$ cat config.mk
export PLATFORM = sky130hd
export DESIGN_NAME = axi_revision_reader
export DESIGN_NICKNAME = d
export VERILOG_FILES = /design/src/rtl/axi_revision_pkg.sv /design/src/rtl/axi_revision_reader.sv
export SDC_FILE = /design/constraint.sdc
export NUM_CORES = 1
export LEC_CHECK = 0
export BUFFER_PORTS_ARGS = -buffer_cell sky130_fd_sc_hd__buf_2
export CAP_MARGIN = 10
export CORE_AREA = 2 2 198 200
export CTS_BUF_LIST = sky130_fd_sc_hd__clkbuf_8
export DETAILED_ROUTE_END_ITERATION = 6
export DIE_AREA = 0 0 200 202
export PLACE_DENSITY = 0.68
export SYNTH_ARGS = -nofsm -noshare
export SYNTH_HDL_FRONTEND = slang
export SYNTH_SLANG_ARGS = --single-unit
$ cat constraint.sdc
create_clock -name AXI_ACLK -period 4.8 [get_ports AXI_ACLK]
set_input_delay 0.48 -clock AXI_ACLK [delete_from_list [all_inputs] [get_ports AXI_ACLK]]
set_output_delay 0.48 -clock AXI_ACLK [all_outputs]
set_load 0.01 [all_outputs]
$ cat src/rtl/axi_revision_pkg.sv
// Shared definitions for the revision register block: register offsets, AXI
// response codes, the read-sequence FSM states and the index->offset map.
package axi_revision_pkg;

  localparam int NUM_REV_REGS = 12;

  localparam logic [7:0] REG_MAJOR       = 8'h00;
  localparam logic [7:0] REG_MINOR       = 8'h04;
  localparam logic [7:0] REG_BUILD       = 8'h08;
  localparam logic [7:0] REG_RCAND       = 8'h0C;
  localparam logic [7:0] REG_DATE        = 8'h10;
  localparam logic [7:0] REG_RTL_TYPE    = 8'h14;
  localparam logic [7:0] REG_RTL_SUBTYPE = 8'h18;
  localparam logic [7:0] REG_GIT_HASH_0  = 8'h40;
  localparam logic [7:0] REG_GIT_HASH_1  = 8'h44;
  localparam logic [7:0] REG_GIT_HASH_2  = 8'h48;
  localparam logic [7:0] REG_GIT_HASH_3  = 8'h4C;
  localparam logic [7:0] REG_GIT_HASH_4  = 8'h50;

  typedef enum logic [1:0] {
    RESP_OKAY   = 2'b00,
    RESP_EXOKAY = 2'b01,
    RESP_SLVERR = 2'b10,
    RESP_DECERR = 2'b11
  } axi_resp_e;

  typedef enum logic [1:0] {
    ST_IDLE = 2'd0,
    ST_ADDR = 2'd1,
    ST_DATA = 2'd2,
    ST_DONE = 2'd3
  } rd_state_e;

  // Read index -> byte offset; also used by the slave so both agree on layout.
  function automatic logic [7:0] rev_offset(input logic [3:0] idx);
    case (idx)
      4'd0:    rev_offset = REG_MAJOR;
      4'd1:    rev_offset = REG_MINOR;
      4'd2:    rev_offset = REG_BUILD;
      4'd3:    rev_offset = REG_RCAND;
      4'd4:    rev_offset = REG_DATE;
      4'd5:    rev_offset = REG_RTL_TYPE;
      4'd6:    rev_offset = REG_RTL_SUBTYPE;
      4'd7:    rev_offset = REG_GIT_HASH_0;
      4'd8:    rev_offset = REG_GIT_HASH_1;
      4'd9:    rev_offset = REG_GIT_HASH_2;
      4'd10:   rev_offset = REG_GIT_HASH_3;
      4'd11:   rev_offset = REG_GIT_HASH_4;
      default: rev_offset = REG_MAJOR;
    endcase
  endfunction

  function automatic logic resp_is_error(input logic [1:0] resp);
    return resp != 2'(RESP_OKAY);
  endfunction

endpackage

$ cat src/rtl/axi_revision_reader.sv
// AXI4-Lite read-only master: on start, fetches all 12 revision registers in
// fixed order, one outstanding read at a time, and latches them with an error mask.
module axi_revision_reader
  import axi_revision_pkg::*;
#(
  parameter int BASE_ADDR = 0,
  parameter int AW        = 7
) (
  input  logic           AXI_ACLK,
  input  logic           AXI_ARESET,
  input  logic           start,
  output logic           busy,
  output logic           done,
  output logic           results_valid,
  output logic [11:0]    error_mask,
  output logic [31:0]    ver_major,
  output logic [31:0]    ver_minor,
  output logic [31:0]    ver_build,
  output logic [31:0]    ver_rcand,
  output logic [31:0]    ver_date,
  output logic [31:0]    rtl_type,
  output logic [31:0]    rtl_subtype,
  output logic [159:0]   git_hash,
  output logic [1:0]     dbg_state_o,
  output logic [AW-1:0]  M_AXI_ARADDR,
  output logic           M_AXI_ARVALID,
  output logic [2:0]     M_AXI_ARPROT,
  input  logic           M_AXI_ARREADY,
  input  logic [31:0]    M_AXI_RDATA,
  input  logic [1:0]     M_AXI_RRESP,
  input  logic           M_AXI_RVALID,
  output logic           M_AXI_RREADY,
  output logic [AW-1:0]  M_AXI_AWADDR,
  output logic           M_AXI_AWVALID,
  output logic [2:0]     M_AXI_AWPROT,
  input  logic           M_AXI_AWREADY,
  output logic [31:0]    M_AXI_WDATA,
  output logic [3:0]     M_AXI_WSTRB,
  output logic           M_AXI_WVALID,
  input  logic           M_AXI_WREADY,
  output logic           M_AXI_BREADY,
  input  logic           M_AXI_BVALID,
  input  logic [1:0]     M_AXI_BRESP
);

  // Handshakes: a beat transfers on a rising edge where valid and ready are both
  // high; ARVALID/ARADDR are held until accepted, RREADY is high only in ST_DATA.

  rd_state_e     state_q, state_d;
  logic [3:0]    idx_q, idx_d;
  logic          rv_q, rv_d;
  logic [11:0]   em_q, em_d;
  logic          store_en;
  logic [31:0]   regs_q [NUM_REV_REGS];

  always_ff @(posedge AXI_ACLK) begin
    if (AXI_ARESET) begin
      state_q <= ST_IDLE;
      idx_q   <= '0;
      rv_q    <= 1'b0;
      em_q    <= '0;
    end else begin
      state_q <= state_d;
      idx_q   <= idx_d;
      rv_q    <= rv_d;
      em_q    <= em_d;
    end
  end

  always_comb begin
    state_d  = state_q;
    idx_d    = idx_q;
    rv_d     = rv_q;
    em_d     = em_q;
    store_en = 1'b0;
    case (state_q)
      ST_IDLE: begin
        if (start) begin
          rv_d    = 1'b0;
          em_d    = '0;
          idx_d   = '0;
          state_d = ST_ADDR;
        end
      end
      ST_ADDR: begin
        if (M_AXI_ARREADY) state_d = ST_DATA;
      end
      ST_DATA: begin
        if (M_AXI_RVALID) begin
          store_en = 1'b1;
          if (resp_is_error(M_AXI_RRESP)) em_d[idx_q] = 1'b1;
          if (idx_q == 4'(NUM_REV_REGS - 1)) begin
            rv_d    = 1'b1;
            state_d = ST_DONE;
          end else begin
            idx_d   = idx_q + 4'd1;
            state_d = ST_ADDR;
          end
        end
      end
      ST_DONE: state_d = ST_IDLE;
      default: state_d = ST_IDLE;
    endcase
  end

  // Error responses still store RDATA; a decode-error slave returns zero.
  always_ff @(posedge AXI_ACLK) begin
    if (AXI_ARESET) begin
      for (int k = 0; k < NUM_REV_REGS; k++) regs_q[k] <= '0;
    end else if (store_en) begin
      regs_q[idx_q] <= M_AXI_RDATA;
    end
  end

  assign busy          = (state_q == ST_ADDR) || (state_q == ST_DATA);
  assign done          = (state_q == ST_DONE);
  assign results_valid = rv_q;
  assign error_mask    = em_q;
  assign dbg_state_o   = state_q;

  assign ver_major   = regs_q[0];
  assign ver_minor   = regs_q[1];
  assign ver_build   = regs_q[2];
  assign ver_rcand   = regs_q[3];
  assign ver_date    = regs_q[4];
  assign rtl_type    = regs_q[5];
  assign rtl_subtype = regs_q[6];
  assign git_hash    = {regs_q[7], regs_q[8], regs_q[9], regs_q[10], regs_q[11]};

  assign M_AXI_ARADDR  = AW'(BASE_ADDR) + AW'(rev_offset(idx_q));
  assign M_AXI_ARVALID = (state_q == ST_ADDR);
  assign M_AXI_ARPROT  = 3'b000;
  assign M_AXI_RREADY  = (state_q == ST_DATA);

  assign M_AXI_AWADDR  = '0;
  assign M_AXI_AWVALID = 1'b0;
  assign M_AXI_AWPROT  = 3'b000;
  assign M_AXI_WDATA   = '0;
  assign M_AXI_WSTRB   = '0;
  assign M_AXI_WVALID  = 1'b0;
  assign M_AXI_BREADY  = 1'b1;

  logic unused_inputs;
  assign unused_inputs = ^{M_AXI_AWREADY, M_AXI_WREADY, M_AXI_BVALID, M_AXI_BRESP};

endmodule

==> flow_summary.ini <==
[status]
status = finished clean

[routing]
detail_route.iter0.violations = 824
routedWlPerCell_um = 24.2
drc = 0
dr.pass1.iters = 5
detail_route.wirelength_um = 50300
routed_via_density = 5.25
routed-via-count = 10908
antenna_left = 0

[final_layout]
nets = 1565
layout-area-overhead-vs-synth_pct = 22.5
insertedDiodeCount = 0
layout-drive-gt1-share_pct = 35.9

[flow_run]
drv.max_cap_violation_count = 0

[placement]
dp_hpwl_um = 31500
buffer_ports.inserted = 445
gpl.final_weighted_congestion = 0.844

[clocking]
clockRootBuffer = sky130_fd_sc_hd__clkbuf_8
cts_max_path_buffers = 3
cts_post_setup_buffers_inserted = 0
htree_levels = 3
cts_hold_buffers = 0
cts_resized = 0
numCtsBuffers = 67
clkLatencyLatePin_ps = 600
tritoncts_num_sinks = 407
worst_setup_hold_path_clk_slew_ps = 70
tritoncts = done

[global_routing]
grt_max_degree = 104
antenna_found_initial = 1
grt_pass1_vias = 10584
grt_use_total_pct = 24.3
grt_first_pass_wirelength_um = 70200
global_route.overflow_total = 0

[synthesis]
synth.mux.area_fraction_pct = 0.148
yosysWarningCount = 0
dominant_combinational_cell_family_by_area_after_synthesis = simple AND/OR/NAND/NOR gates
synthDistinctLibCells = 39
post_synthesis_compound_gate_area_fraction_pct = 1.51
synth-seq-area-share_pct = 74.5
yosys.area_share.simple_pct = 16.9
synth_area_um2 = 16100
syn_avg_cell_area_um2 = 14.6
asyncSetResetFlopFracSynth_pct = 0
post_synth_edffs = 384
synth_cells = 1105
synth-adder-area-share_pct = 1.01
yosys_register_bits = 407
dominantRegCellSynth = sky130_fd_sc_hd__edfxtp_1
synth_xor_area_share_pct = 0.0544

[timing]
final_slew_violations = 0
final_min_period_over_clock_period_pct = 63.1
finClkSkew_ps = 24.3
relSlewSlack_pct = 27.5
setup_total_negative_slack_ps = 0
final-setup-viol-count = 0
final.min_clock_period_ps = 3030
timing_worst_slew_pin_value_ps = 1090
report.final.hold_viol_count = 0
finalHoldWorstSlack_ps = 222
clock.fmax_mhz = 330
unrepaired_setup_endpoints_after_global_routing = false

[floorplan]
core-area_um2 = 38300
io_pins = 506
dieHeight_um = 202
std_cell_rows = 72
die_w_um = 200
fp.dieArea_um2 = 40400
initial_core_util_pct = 42.0

[setup_path]
critical_path.endpoint_type = register
worst_ep_required_time_ps = 5320
cp_startpoint_kind = register
worst-endpoint-arrival_ps = 3550
timing_worst_setup_path_type = register to register
path_max_fanout = 32

[min_path]
timing.hold.worst.class = primary input to register

[power]
powerDensity_nw_per_um2 = 381
leakagePower_nw = 9.64
vdd_drop_max_mv = 0.203
==> critical path, cell delays in order (launching register included) <==
cell                       delay, ps
sky130_fd_sc_hd__dfxtp_1         490
sky130_fd_sc_hd__ha_2            660
sky130_fd_sc_hd__and3b_1         360
sky130_fd_sc_hd__a211oi_1        120
sky130_fd_sc_hd__mux2i_1         400
sky130_fd_sc_hd__nor2_1          150
sky130_fd_sc_hd__ha_1            250
sky130_fd_sc_hd__or3_1           370
sky130_fd_sc_hd__a21oi_1         140
==> synth_stat cells, drive strengths merged, types with 2 or more instances <==
cell type  instances  area share, %
or2                2          0.078
conb               2          0.047
o32ai              3           0.16
o21ai              4           0.12
a21oi             13           0.40
and3             353             14
ha                13            1.0
buf               58            2.7
dfxtp             23            2.9
nor2b              3           0.12
nor2              24           0.56
and2              34            1.3
nand2             29           0.68
mux2i              2           0.15
a31oi              3           0.12
a211oi             5           0.23
edfxtp           384             72
inv               12           0.28
clkbuf           118            2.8
nand3              5           0.16
==> where the power goes <==
part / switching [W] / total (W) / internal [W]
sequential: 0.0000462 / 0.00405 / 0.00401
combinational: 0.000470 / 0.000634 / 0.000164
clock: 0.00137 / 0.00281 / 0.00144
total: 0.00188 / 0.00750 / 0.00561
==> sequential cells by signal, summed over array words and instances (netlist names) <==
name and count:
results_valid 1, error_mask 12, regs_q 384, idx_q 4, dbg_state_o 2, M_AXI_ARADDR 4
==> per-stage QoR <==
stage	total power, W	cell area [um2]	setup slack [ps]	cells	util [%]
6_report	0.00750	19700	1770	2079	51.5
4_1_cts	0.00755	19700	1780	2079	51.5
3_3_place_gp	0.00475	18500	1360	1957	48.2
5_1_grt	0.00775	19700	1550	2079	51.5
3_5_place_dp	0.00477	18500	1320	1957	48.2
2_1_floorplan	0.00448	16300	1140	1158	-
==> per-layer routing <==
metal	global-route usage, %	routed length (um)	share of wire, %	up-vias
li1	-	-	-	4761
met1	29.4	19300	38	5401
met2	42.0	25200	50	656
met3	5.67	4150	8.3	90
met4	9.66	1570	3.1	0
met5	0	0	0	-
==> cell families after synthesis <==
group                    count (synthesis)
AND/OR/NAND/NOR                        456
flip-flops                             407
buffers and inverters                  189
AO/OA/AOI/OAI                           35
adder cells (fa/ha/maj)                 13
other                                    2
multiplexers                             2
XOR/XNOR                                 1
==> layout make-up <==
cell class,count,area (um2)
well taps,518,648
multi-input cells,562,3460
clock buffers,72,991
inverters,13,48.8
clock inverters,50,241
flip-flops and latches,407,12000
repair buffers,457,2320
fillers,3232,18600
==> cells in the final DEF (no fill, tap or decap), drive strengths merged <==
| cell type | netlist | final |
|---|---|---|
| bufinv | 0 | 1 |
| nand4b | 1 | 1 |
| inv | 12 | 40 |
| a31oi | 3 | 3 |
| o41ai | 1 | 1 |
| nand3 | 5 | 5 |
| clkinv | 1 | 18 |
| o211ai | 1 | 1 |
| clkinvlp | 0 | 4 |
| xnor2 | 1 | 1 |
| a21oi | 13 | 13 |
| mux2i | 2 | 2 |
| dfxtp | 23 | 23 |
| o21ai | 4 | 4 |
| edfxtp | 384 | 384 |
| and2 | 34 | 34 |
| o32a | 1 | 1 |
| o311ai | 1 | 1 |
| nand3b | 1 | 1 |
| a221oi | 1 | 1 |
| and3b | 1 | 1 |
| a211oi | 5 | 5 |
| conb | 2 | 55 |
| clkbuf | 118 | 72 |
| or3 | 1 | 1 |
| nor2b | 3 | 3 |
| and3 | 353 | 353 |
| nand2 | 29 | 29 |
| buf | 58 | 457 |
| nor2 | 24 | 24 |
| or2 | 2 | 2 |
| nor3 | 1 | 1 |
| nor3b | 1 | 1 |
| a22o | 1 | 1 |
| o32ai | 3 | 3 |
| o311a | 1 | 1 |
| ha | 13 | 13 |
==> final timing paths <==
| kind | startpoint | endpoint | slack, ps | cells past startpoint |
|---|---|---|---|---|
| setup / recovery | idx_q[0] | M_AXI_ARADDR[4] | 1770 | 8 |
| hold / removal | AXI_ARESET | idx_q[2] | 220 | 2 |
| setup reg to reg | idx_q[0] | M_AXI_ARADDR[4] | 1770 | 8 |
| hold reg to reg | error_mask[3] | error_mask[3] | 470 | 2 |
Note: power is estimated with default switching activity, not from simulation.
